==> src/rtl/keypad_entry_fsm.sv <==
// keypad_entry_fsm
//   Sits between the keypad scanner and the ALU. Detects rising edges of the
//   keystrobe level, decodes the 4-bit keycode (0-9 digit, 10 clear,
//   11 execute, 12-15 operator) and builds a signed decimal operand with an
//   optional leading unary minus. All results are registered and every strobe
//   is a single-cycle pulse.
//
// Ports
//   clk            in   system clock, rising edge
//   rst_n          in   asynchronous active-low reset
//   keystrobe      in   high while a key is held
//   keycode        in   key code, valid while keystrobe is high
//   operand        out  signed operand, valid while operand_valid=1, held otherwise
//   operand_valid  out  pulse: an entered operand completed
//   op_valid       out  pulse: operator key accepted
//   op_code        out  +=0 -=1 *=2 /=3, held until the next op_valid
//   ex_valid       out  pulse: execute key
//   clr_valid      out  pulse: clear key
//   negative       out  sign pending for the current entry
//   digit_count    out  digits entered so far
//   entry_ovf      out  sticky: a digit was dropped because the entry was full
module keypad_entry_fsm #(
  parameter int DATA_W     = 16,
  parameter int MAX_DIGITS = 4,
  parameter int ALLOW_NEG  = 1,
  localparam int CNT_W     = $clog2(MAX_DIGITS + 1)
) (
  input  logic              clk,
  input  logic              rst_n,
  input  logic              keystrobe,
  input  logic [3:0]        keycode,
  output logic [DATA_W-1:0] operand,
  output logic              operand_valid,
  output logic              op_valid,
  output logic [1:0]        op_code,
  output logic              ex_valid,
  output logic              clr_valid,
  output logic              negative,
  output logic [CNT_W-1:0]  digit_count,
  output logic              entry_ovf
);

  typedef enum logic {
    EMPTY = 1'b0,
    ENTRY = 1'b1
  } state_t;

  state_t              state_reg, state_next;
  logic                key_prev_reg;
  logic [DATA_W-1:0]   value_reg, value_next;
  logic [CNT_W-1:0]    count_reg, count_next;
  logic                neg_reg, neg_next;
  logic                ovf_reg, ovf_next;
  logic [DATA_W-1:0]   operand_reg, operand_next;
  logic [1:0]          op_code_reg, op_code_next;
  logic                operand_valid_reg, operand_valid_next;
  logic                op_valid_reg, op_valid_next;
  logic                ex_valid_reg, ex_valid_next;
  logic                clr_valid_reg, clr_valid_next;

  logic press;
  logic is_digit, is_clear, is_exec, is_op, is_sign;

  // key_prev resets to 1 so a key still held when reset releases is not a press.
  assign press    = keystrobe & ~key_prev_reg;
  assign is_digit = (keycode <= 4'd9);
  assign is_clear = (keycode == 4'd10);
  assign is_exec  = (keycode == 4'd11);
  assign is_op    = (keycode >= 4'd12);
  // Code 14 with no digits yet acts as a unary minus instead of an operator.
  assign is_sign  = (ALLOW_NEG != 0) && (keycode == 4'd14) && (state_reg == EMPTY);

  always_ff @(posedge clk or negedge rst_n) begin
    if (!rst_n) begin
      state_reg         <= EMPTY;
      key_prev_reg      <= 1'b1;
      value_reg         <= '0;
      count_reg         <= '0;
      neg_reg           <= 1'b0;
      ovf_reg           <= 1'b0;
      operand_reg       <= '0;
      op_code_reg       <= '0;
      operand_valid_reg <= 1'b0;
      op_valid_reg      <= 1'b0;
      ex_valid_reg      <= 1'b0;
      clr_valid_reg     <= 1'b0;
    end else begin
      state_reg         <= state_next;
      key_prev_reg      <= keystrobe;
      value_reg         <= value_next;
      count_reg         <= count_next;
      neg_reg           <= neg_next;
      ovf_reg           <= ovf_next;
      operand_reg       <= operand_next;
      op_code_reg       <= op_code_next;
      operand_valid_reg <= operand_valid_next;
      op_valid_reg      <= op_valid_next;
      ex_valid_reg      <= ex_valid_next;
      clr_valid_reg     <= clr_valid_next;
    end
  end

  always_comb begin
    state_next         = state_reg;
    value_next         = value_reg;
    count_next         = count_reg;
    neg_next           = neg_reg;
    ovf_next           = ovf_reg;
    operand_next       = operand_reg;
    op_code_next       = op_code_reg;
    operand_valid_next = 1'b0;
    op_valid_next      = 1'b0;
    ex_valid_next      = 1'b0;
    clr_valid_next     = 1'b0;

    if (press) begin
      if (is_digit) begin
        if (state_reg == EMPTY) begin
          value_next = {{(DATA_W-4){1'b0}}, keycode};
          count_next = CNT_W'(1);
          state_next = ENTRY;
        end else if (count_reg < CNT_W'(MAX_DIGITS)) begin
          // value*10 + d; the low DATA_W bits are identical to the result of
          // the wider computation, and the parameter constraint keeps the
          // accumulated value in range anyway.
          value_next = (value_reg << 3) + (value_reg << 1) + DATA_W'(keycode);
          count_next = count_reg + CNT_W'(1);
        end else begin
          ovf_next = 1'b1;
        end
      end else if (is_clear) begin
        clr_valid_next = 1'b1;
        state_next     = EMPTY;
        value_next     = '0;
        count_next     = '0;
        neg_next       = 1'b0;
        ovf_next       = 1'b0;
      end else if (is_sign) begin
        neg_next = ~neg_reg;
      end else if (is_exec || is_op) begin
        if (state_reg == ENTRY) begin
          operand_valid_next = 1'b1;
          operand_next       = neg_reg ? (~value_reg + DATA_W'(1)) : value_reg;
        end
        if (is_op) begin
          op_valid_next = 1'b1;
          op_code_next  = ~keycode[1:0];
        end else begin
          ex_valid_next = 1'b1;
        end
        state_next = EMPTY;
        value_next = '0;
        count_next = '0;
        neg_next   = 1'b0;
        ovf_next   = 1'b0;
      end
    end
  end

  assign operand       = operand_reg;
  assign operand_valid = operand_valid_reg;
  assign op_valid      = op_valid_reg;
  assign op_code       = op_code_reg;
  assign ex_valid      = ex_valid_reg;
  assign clr_valid     = clr_valid_reg;
  assign negative      = neg_reg;
  assign digit_count   = count_reg;
  assign entry_ovf     = ovf_reg;

endmodule
==> config.mk <==
export PLATFORM = sky130hd
export DESIGN_NAME = keypad_entry_fsm
export DESIGN_NICKNAME = d
export VERILOG_FILES = /design/src/rtl/keypad_entry_fsm.sv
export SDC_FILE = /design/constraint.sdc
export NUM_CORES = 1
export LEC_CHECK = 0
export CAP_MARGIN = 25
export CORE_MARGIN = 5
export CORE_UTILIZATION = 35
export CTS_CLUSTER_SIZE = 8
export DETAILED_ROUTE_END_ITERATION = 6
export GPL_TIMING_DRIVEN = 0
export PLACE_DENSITY = 0.6
export SLEW_MARGIN = 20
export SYNTH_ARGS = -nofsm -noshare
export SYNTH_HDL_FRONTEND = slang
export SYNTH_SLANG_ARGS = --single-unit
export TNS_END_PERCENT = 20
==> constraint.sdc <==
create_clock -name clk -period 3.4 [get_ports clk]
set_input_delay 0.68 -clock clk [delete_from_list [all_inputs] [get_ports clk]]
set_output_delay 0.68 -clock clk [all_outputs]
set_load 0.1 [all_outputs]
==> run_results.csv, run 1 <==
group,metric,value,unit
cts,cts_buffer_depth,2,
setup_path,cp-start-kind,"primary input",
cts,cts_buffers,5,
timing,clock-skew-final,0.003606,ns
die,dieArea,10050,µm²
yosys,synth_cell_types,53,
layout,diodes,0,
yosys,synth-edff-count,0,
yosys,synth_top_area_cell,"dfrtp_1",
die,io_pins,34,
placement,dpl.hpwl,4.636,mm
placement,port_buffers,33,
min_path,hold_path.class,"in -> async",
detailed_routing,num_vias,2170,
grt,gr-total-overflow,0,
timing,worst_pin_slew,0.9862,ns
yosys,synth_xor_area_frac,0.07989,
setup_path,r2r_slack,0.63,ns
setup_path,worstPathMaxFanout,4,
grt,antenna_found_initial,0,
timing,maxSlewViolCount,0,
cts,cts_root_buffer,"clkbuf_8",
detailed_routing,remaining_drc_errors,0,
yosys,synth_seq_cells,45,
cts,tritoncts,"done",
timing,finalHoldViolCount,0,
yosys,yosysMostFrequentCell,"dfrtp_1",
placement,gp_routability_congestion,0.8625,
yosys,ys_seq_area_frac,0.3955,
yosys,synth_area,2850,µm²
yosys,synth_top_family_by_area,"compound AO/OA/AOI/OAI gates",
cts,cts_hold_buffers,0,
setup_path,worstSetupPathType,"in -> reg",
die,start_util,0.3522,
yosys,synth_mux_area_frac,0.03644,
timing,max_freq,308.7,MHz
power,power_density,941.6,nW/µm²
status,status,"completed",
detailed_routing,drt_iter0_markers,59,
die,chipWidth,100.2,µm
cts,cts.clk_slew.worst_paths,0.08,ns
grt,grt_pass1_vias,2183,
yosys,synthTopCellsByCount,"44 x dfrtp_1, 28 x ha_1, 28 x nor2_1, 26 x a21oi_1, 19 x nand2_1",
yosys,synthDominantCellAreaShare,0.3863,
yosys,synth.avg_cell_area,9.966,µm²
yosys,synth_compound_area_frac,0.1918,
yosys,synth-simple-area-share,0.1260,
yosys,synthAdderAreaFrac,0.1370,
detailed_routing,wirelength,5.968,mm
setup_path,worst-endpoint-arrival,3.43,ns
setup_path,endpoint_kind,"register",
cts,cts.sinks,45,
yosys,syn-num-nets,323,
power,power.leakage,0.001586,µW
timing,period_needed,3.240,ns
layout,nets,364,
detailed_routing,vias_per_cell,5.012,
timing,rsz0062_at_grt,"true",
die,core,8093,µm²
grt,globalRouteTotalUtil,0.1298,
yosys,synthCells,286,
layout,drive_above_1_share,0.09146,
detailed_routing,firstDrtPassIters,5,
flow_run,maxCapViolations,0,
yosys,ys_warn_count,0,
layout,syn_to_final_growth,21.16,%
setup_path,ff2ff_path_depth,10,
yosys,synthArstFlopShare,1.000,
timing,slew_headroom,0.3405,
grt,grt_pass1_wl,10.55,mm
power,peakVddDrop,238.6,µV
die,rows,33,
detailed_routing,wl_per_cell,13.78,µm
timing,whs,0.2803,ns
yosys,ys_top_cells_by_area,"dfrtp_1 39%, ha_1 12%, a21oi_1 4.6%",
timing,period_share,0.9529,
grt,grt_max_degree,34,
cts,clock_latency,0.30,ns
yosys,ys.flop_type,"dfrtp_1",
setup_path,cp.required,3.59,ns
cts,h-tree-depth,2,
timing,tns,0,ns
die,fp.dieH,100.2,µm
detailed_routing,ant_nets,0,
timing,setup_viol,0,
report_power, final:
| part | internal [µW] | total, µW | switching, µW | leakage [µW] |
|---|---|---|---|---|
| clock | 240 | 415 | 176 | 0.0000585 |
| combinational | 640 | 1930 | 1290 | 0.000954 |
| sequential | 706 | 911 | 205 | 0.000574 |
layout by cell type (no fill, tap or decap), types with 5 or more instances in the layout:
cell type,instances
dfrtp_1,44
clkdlybuf4s50_1,32
nor2_1,28
ha_1,28
a21oi_1,26
nand2_1,19
inv_1,14
xnor2_1,13
xor2_1,13
o21ai_0,11
a22o_1,11
clkbuf_8,6
buf_2,5
cells by family (layout without fill, tap and decap cells):
| kind of cell | Yosys count | after routing |
|---|---|---|
| xor+xnor | 26 | 26 |
| buf+inv | 22 | 64 |
| flops | 45 | 45 |
| simple gates | 74 | 74 |
| mux | 9 | 9 |
| fa+ha+maj | 30 | 30 |
| compound gates | 80 | 80 |
cell type report:
class | instances | area [µm²]
Buffer | 8 | 42.54
Clock buffer | 7 | 86.33
Clock inverter | 1 | 30.03
Fill cell | 805 | 4639
Inverter | 14 | 52.55
Multi-Input combinational cell | 219 | 1638
Sequential cell | 45 | 1127
Tap cell | 105 | 131.4
Timing Repair Buffer | 34 | 345.3
layer usage:
metal  GRT usage  share of wire  vias to the layer above  wire length [µm]
met5           0              0                        -                 0
met2      0.2161           0.48                       25              2859
met4     0.04767          0.016                        0                93
met3     0.01946          0.025                        7               149
met1      0.1706           0.48                     1029              2865
li1            -              -                     1109                 -
metrics by stage:
| stage | total power, µW | area, µm² | util | std cells | setup slack, ns |
|---|---|---|---|---|---|
| floorplan | 2424 | 2850 | - | 286 | 0.5782 |
| CTS | 3279 | 3443 | 0.4255 | 433 | 0.04696 |
| detailed placement | 2856 | 3327 | 0.4111 | 425 | -0.2592 |
| global placement | 2821 | 3312 | 0.4092 | 424 | -0.2747 |
| finish | 3252 | 3453 | 0.4267 | 433 | 0.1603 |
| global route | 3479 | 3453 | 0.4267 | 433 | -0.01937 |
final timing paths:
path | from | endpoint
min in group clk | operand[0] | operand[0]
worst min register to register | operand[0] | operand[0]
worst max-delay path | keycode[3] | value_reg[13]
max in group asynchronous | rst_n | value_reg[15]
worst min-delay path | rst_n | op_valid
worst max register to register | value_reg[2] | value_reg[13]
worst max-delay path, stage by stage:
cell and delay, ns:
clkdlybuf4s50_1 0.53, inv_1 0.11, fa_1 0.61, inv_1 0.06, ha_1 0.27, a21oi_1 0.10
o211ai_1 0.25, nand2_1 0.19, o311ai_2 0.33, xor2_1 0.11, a22o_1 0.20
what timing repair did:
| action | in CTS | in global routing |
|---|---|---|
| setup buffers | 0 | 0 |
| resized for setup | 0 | 3 |
| setup endpoints to repair | 0 | 2 |
Power figures use the tool's default switching activity.
==> run 2, diff against run 1 <==
--- a/config.mk
+++ b/config.mk
@@ -7,11 +7,11 @@
 export LEC_CHECK = 0
 export CAP_MARGIN = 25
 export CORE_MARGIN = 5
-export CORE_UTILIZATION = 35
+export CORE_UTILIZATION = 39
 export CTS_CLUSTER_SIZE = 8
 export DETAILED_ROUTE_END_ITERATION = 6
 export GPL_TIMING_DRIVEN = 0
-export PLACE_DENSITY = 0.6
+export PLACE_DENSITY = 0.65
 export SLEW_MARGIN = 20
 export SYNTH_ARGS = -nofsm -noshare
 export SYNTH_HDL_FRONTEND = slang
==> run 2 against run 1 <==
  * Fmax hardly changed
  * Worst hold slack improved by 0.11 ns
  * Critical path type unchanged
  * First-iteration DRC count rose by 36%
  * Clock-buffer cell count down 2
  * Highest routed layer unchanged
  * Core utilization up 5.4 points
  * Die area down 9.3%
  * Sequential power about the same
  * Largest cell class unchanged
  * Critical path depth stayed put
  * Routed wire length down 2.1%
  * Register-to-register slack about the same
  * Final area about the same
==> run_results.csv, run 2 (synthesis results as in run 1) <==
group,metric,value,unit
detailed_routing,wirelength,5.844,mm
cts,cts_buffer_depth,2,
setup_path,ff2ff_path_depth,10,
layout,n_fill_cell,674,
layout,syn_to_final_growth,21.11,%
setup_path,worstPathMaxFanout,4,
timing,maxSlewViolCount,0,
power,peakVddDrop,246.3,µV
setup_path,worstSetupPathType,"in -> reg",
grt,gr-total-overflow,0,
detailed_routing,ant_nets,0,
die,chipWidth,95.49,µm
power,power_density,937.7,nW/µm²
setup_path,reg2reg_to,"value_reg[13]",
cts,cts.clk_slew.worst_paths,0.08,ns
die,fp.dieH,95.49,µm
flow_run,maxCapViolations,0,
timing,finalHoldViolCount,0,
power,intPower,1563,µW
grt,grt_pass1_vias,2191,
layout,seqCellArea,1127,µm²
layout,final_common_cell,"dfrtp_1",
setup_path,cp-start-kind,"primary input",
detailed_routing,wl_per_cell,13.72,µm
cts,tritoncts,"done",
min_path,hold_path.class,"in -> async",
cts,cts_hold_buffers,0,
detailed_routing,drt_iter0_markers,80,
power,power.leakage,0.001585,µW
power,swShare,0.5172,
layout,final_area,3452,µm²
layout,diodes,0,
detailed_routing,firstDrtPassIters,4,
detailed_routing,vias_per_cell,5.146,
die,io_pins,34,
grt,grt_pass1_wl,10.59,mm
cts,cts_buffers,5,
timing,setup_viol,0,
grt,globalRouteTotalUtil,0.1469,
placement,gp_routability_congestion,0.8345,
setup_path,worst-endpoint-arrival,3.42,ns
layout,drive_above_1_share,0.09786,
die,rows,31,
timing,max_freq,308.7,MHz
status,status,"completed",
cts,cts.sinks,45,
placement,dp_slack,-0.2800,ns
timing,clock-skew-final,0.007787,ns
layout,final_cell_mix,"44 x dfrtp_1, 32 x clkdlybuf4s50_1, 28 x nor2_1, 28 x ha_1, 26 x a21oi_1",
setup_path,r2r_start,"value_reg[2]",
power,combPwrFrac,0.599,
cts,clock_latency,0.30,ns
detailed_routing,num_vias,2192,
cts,cts_root_buffer,"clkbuf_8",
timing,fin_ws,0.1602,ns
layout,stdcell_count,426,
timing,period_share,0.9529,
grt,grt_max_degree,27,
layout,multi_input_area,1649,µm²
timing,rsz0062_at_grt,"true",
power,total_power,3237,µW
placement,place_inst,419,
power,seqPwrFrac,0.281,
timing,period_needed,3.240,ns
timing,slew_headroom,0.3434,
setup_path,cp.required,3.58,ns
grt,antenna_found_initial,0,
power,switchingPower,1674,µW
power,p_clk_frac,0.120,
timing,worst_pin_slew,0.9818,ns
placement,dpl.hpwl,4.552,mm
setup_path,endpoint_kind,"register",
die,start_util,0.3972,
placement,port_buffers,33,
placement,placed_area,3327,µm²
setup_path,r2r_slack,0.64,ns
layout,utilization,0.4811,
die,dieArea,9118,µm²
detailed_routing,remaining_drc_errors,0,
layout,nets,364,
die,core,7176,µm²
cts,h-tree-depth,2,
run 2: cell count changes in the layout (fill, tap and decap cells not counted):
cell	delta
a211oi_2	+1
a211oi_1	-1
clkbuf_1	-1
buf_12	-1
buf_16	+1
clkinv_2	+1
clkbuf_8	-1
o2111ai_1	-1
o2111ai_2	+1
run 2: final cells by class:
cell class	instances	area share
Buffer	8	0.01232
Clock buffer	5	0.01993
Clock inverter	2	0.01015
Inverter	14	0.01522
Multi-Input combinational cell	219	0.4777
Sequential cell	45	0.3266
Tap cell	99	0.03588
Timing Repair Buffer	34	0.1022
run 2: stage by stage:
| step | TNS [ns] | hold slack [ns] |
|---|---|---|
| final | 0 | 0.3911 |
| after global routing | -0.02711 | 0.4342 |
| after CTS | 0 | 0.4108 |
| after detailed placement | -0.8816 | 0.4952 |
| after global placement | -0.6729 | 0.4886 |
| after floorplan | 0 | 0.3844 |
run 2: layer usage:
metal | track usage | part of all wire | vias up
met4 | 0.05332 | 0.017 | 0
met5 | 0 | 0 | -
li1 | - | - | 1111
met1 | 0.1994 | 0.49 | 1039
met3 | 0.02289 | 0.030 | 7
met2 | 0.2367 | 0.47 | 35
run 2: critical path, cell delays in order:
cell and delay [ns]:
clkdlybuf4s50_1 0.52, inv_1 0.11, fa_1 0.61, inv_1 0.06, ha_1 0.28, a21oi_1 0.10, o211ai_1 0.24, nand2_1 0.19
o311ai_2 0.33, xor2_1 0.10, a22o_1 0.20
run 2: worst max-delay path by stage:
stage	startpoint	to	slack, ns	depth (start not counted)
detailed placement	keycode[3]	value_reg[13]	-0.28	11
finish	keycode[3]	value_reg[13]	0.16	11
global placement	keycode[3]	value_reg[13]	-0.24	11
CTS	keycode[3]	value_reg[13]	0.02	11
global route	keycode[3]	value_reg[13]	-0.03	11
floorplan	keycode[3]	value_reg[13]	0.58	10
run 2: timing repair:
action	CTS	global route
setup endpoints to repair	0	4
buffers inserted	0	0
resized for setup	0	5
run 2: power by group through the flow:
stage	logic, µW	registers [µW]	clock network [µW]
6_report	1940	910	389
5_1_grt	2100	946	418
4_1_cts	1940	911	397
3_5_place_dp	1930	921	0
3_3_place_gp	1900	918	0
2_1_floorplan	842	1580	0
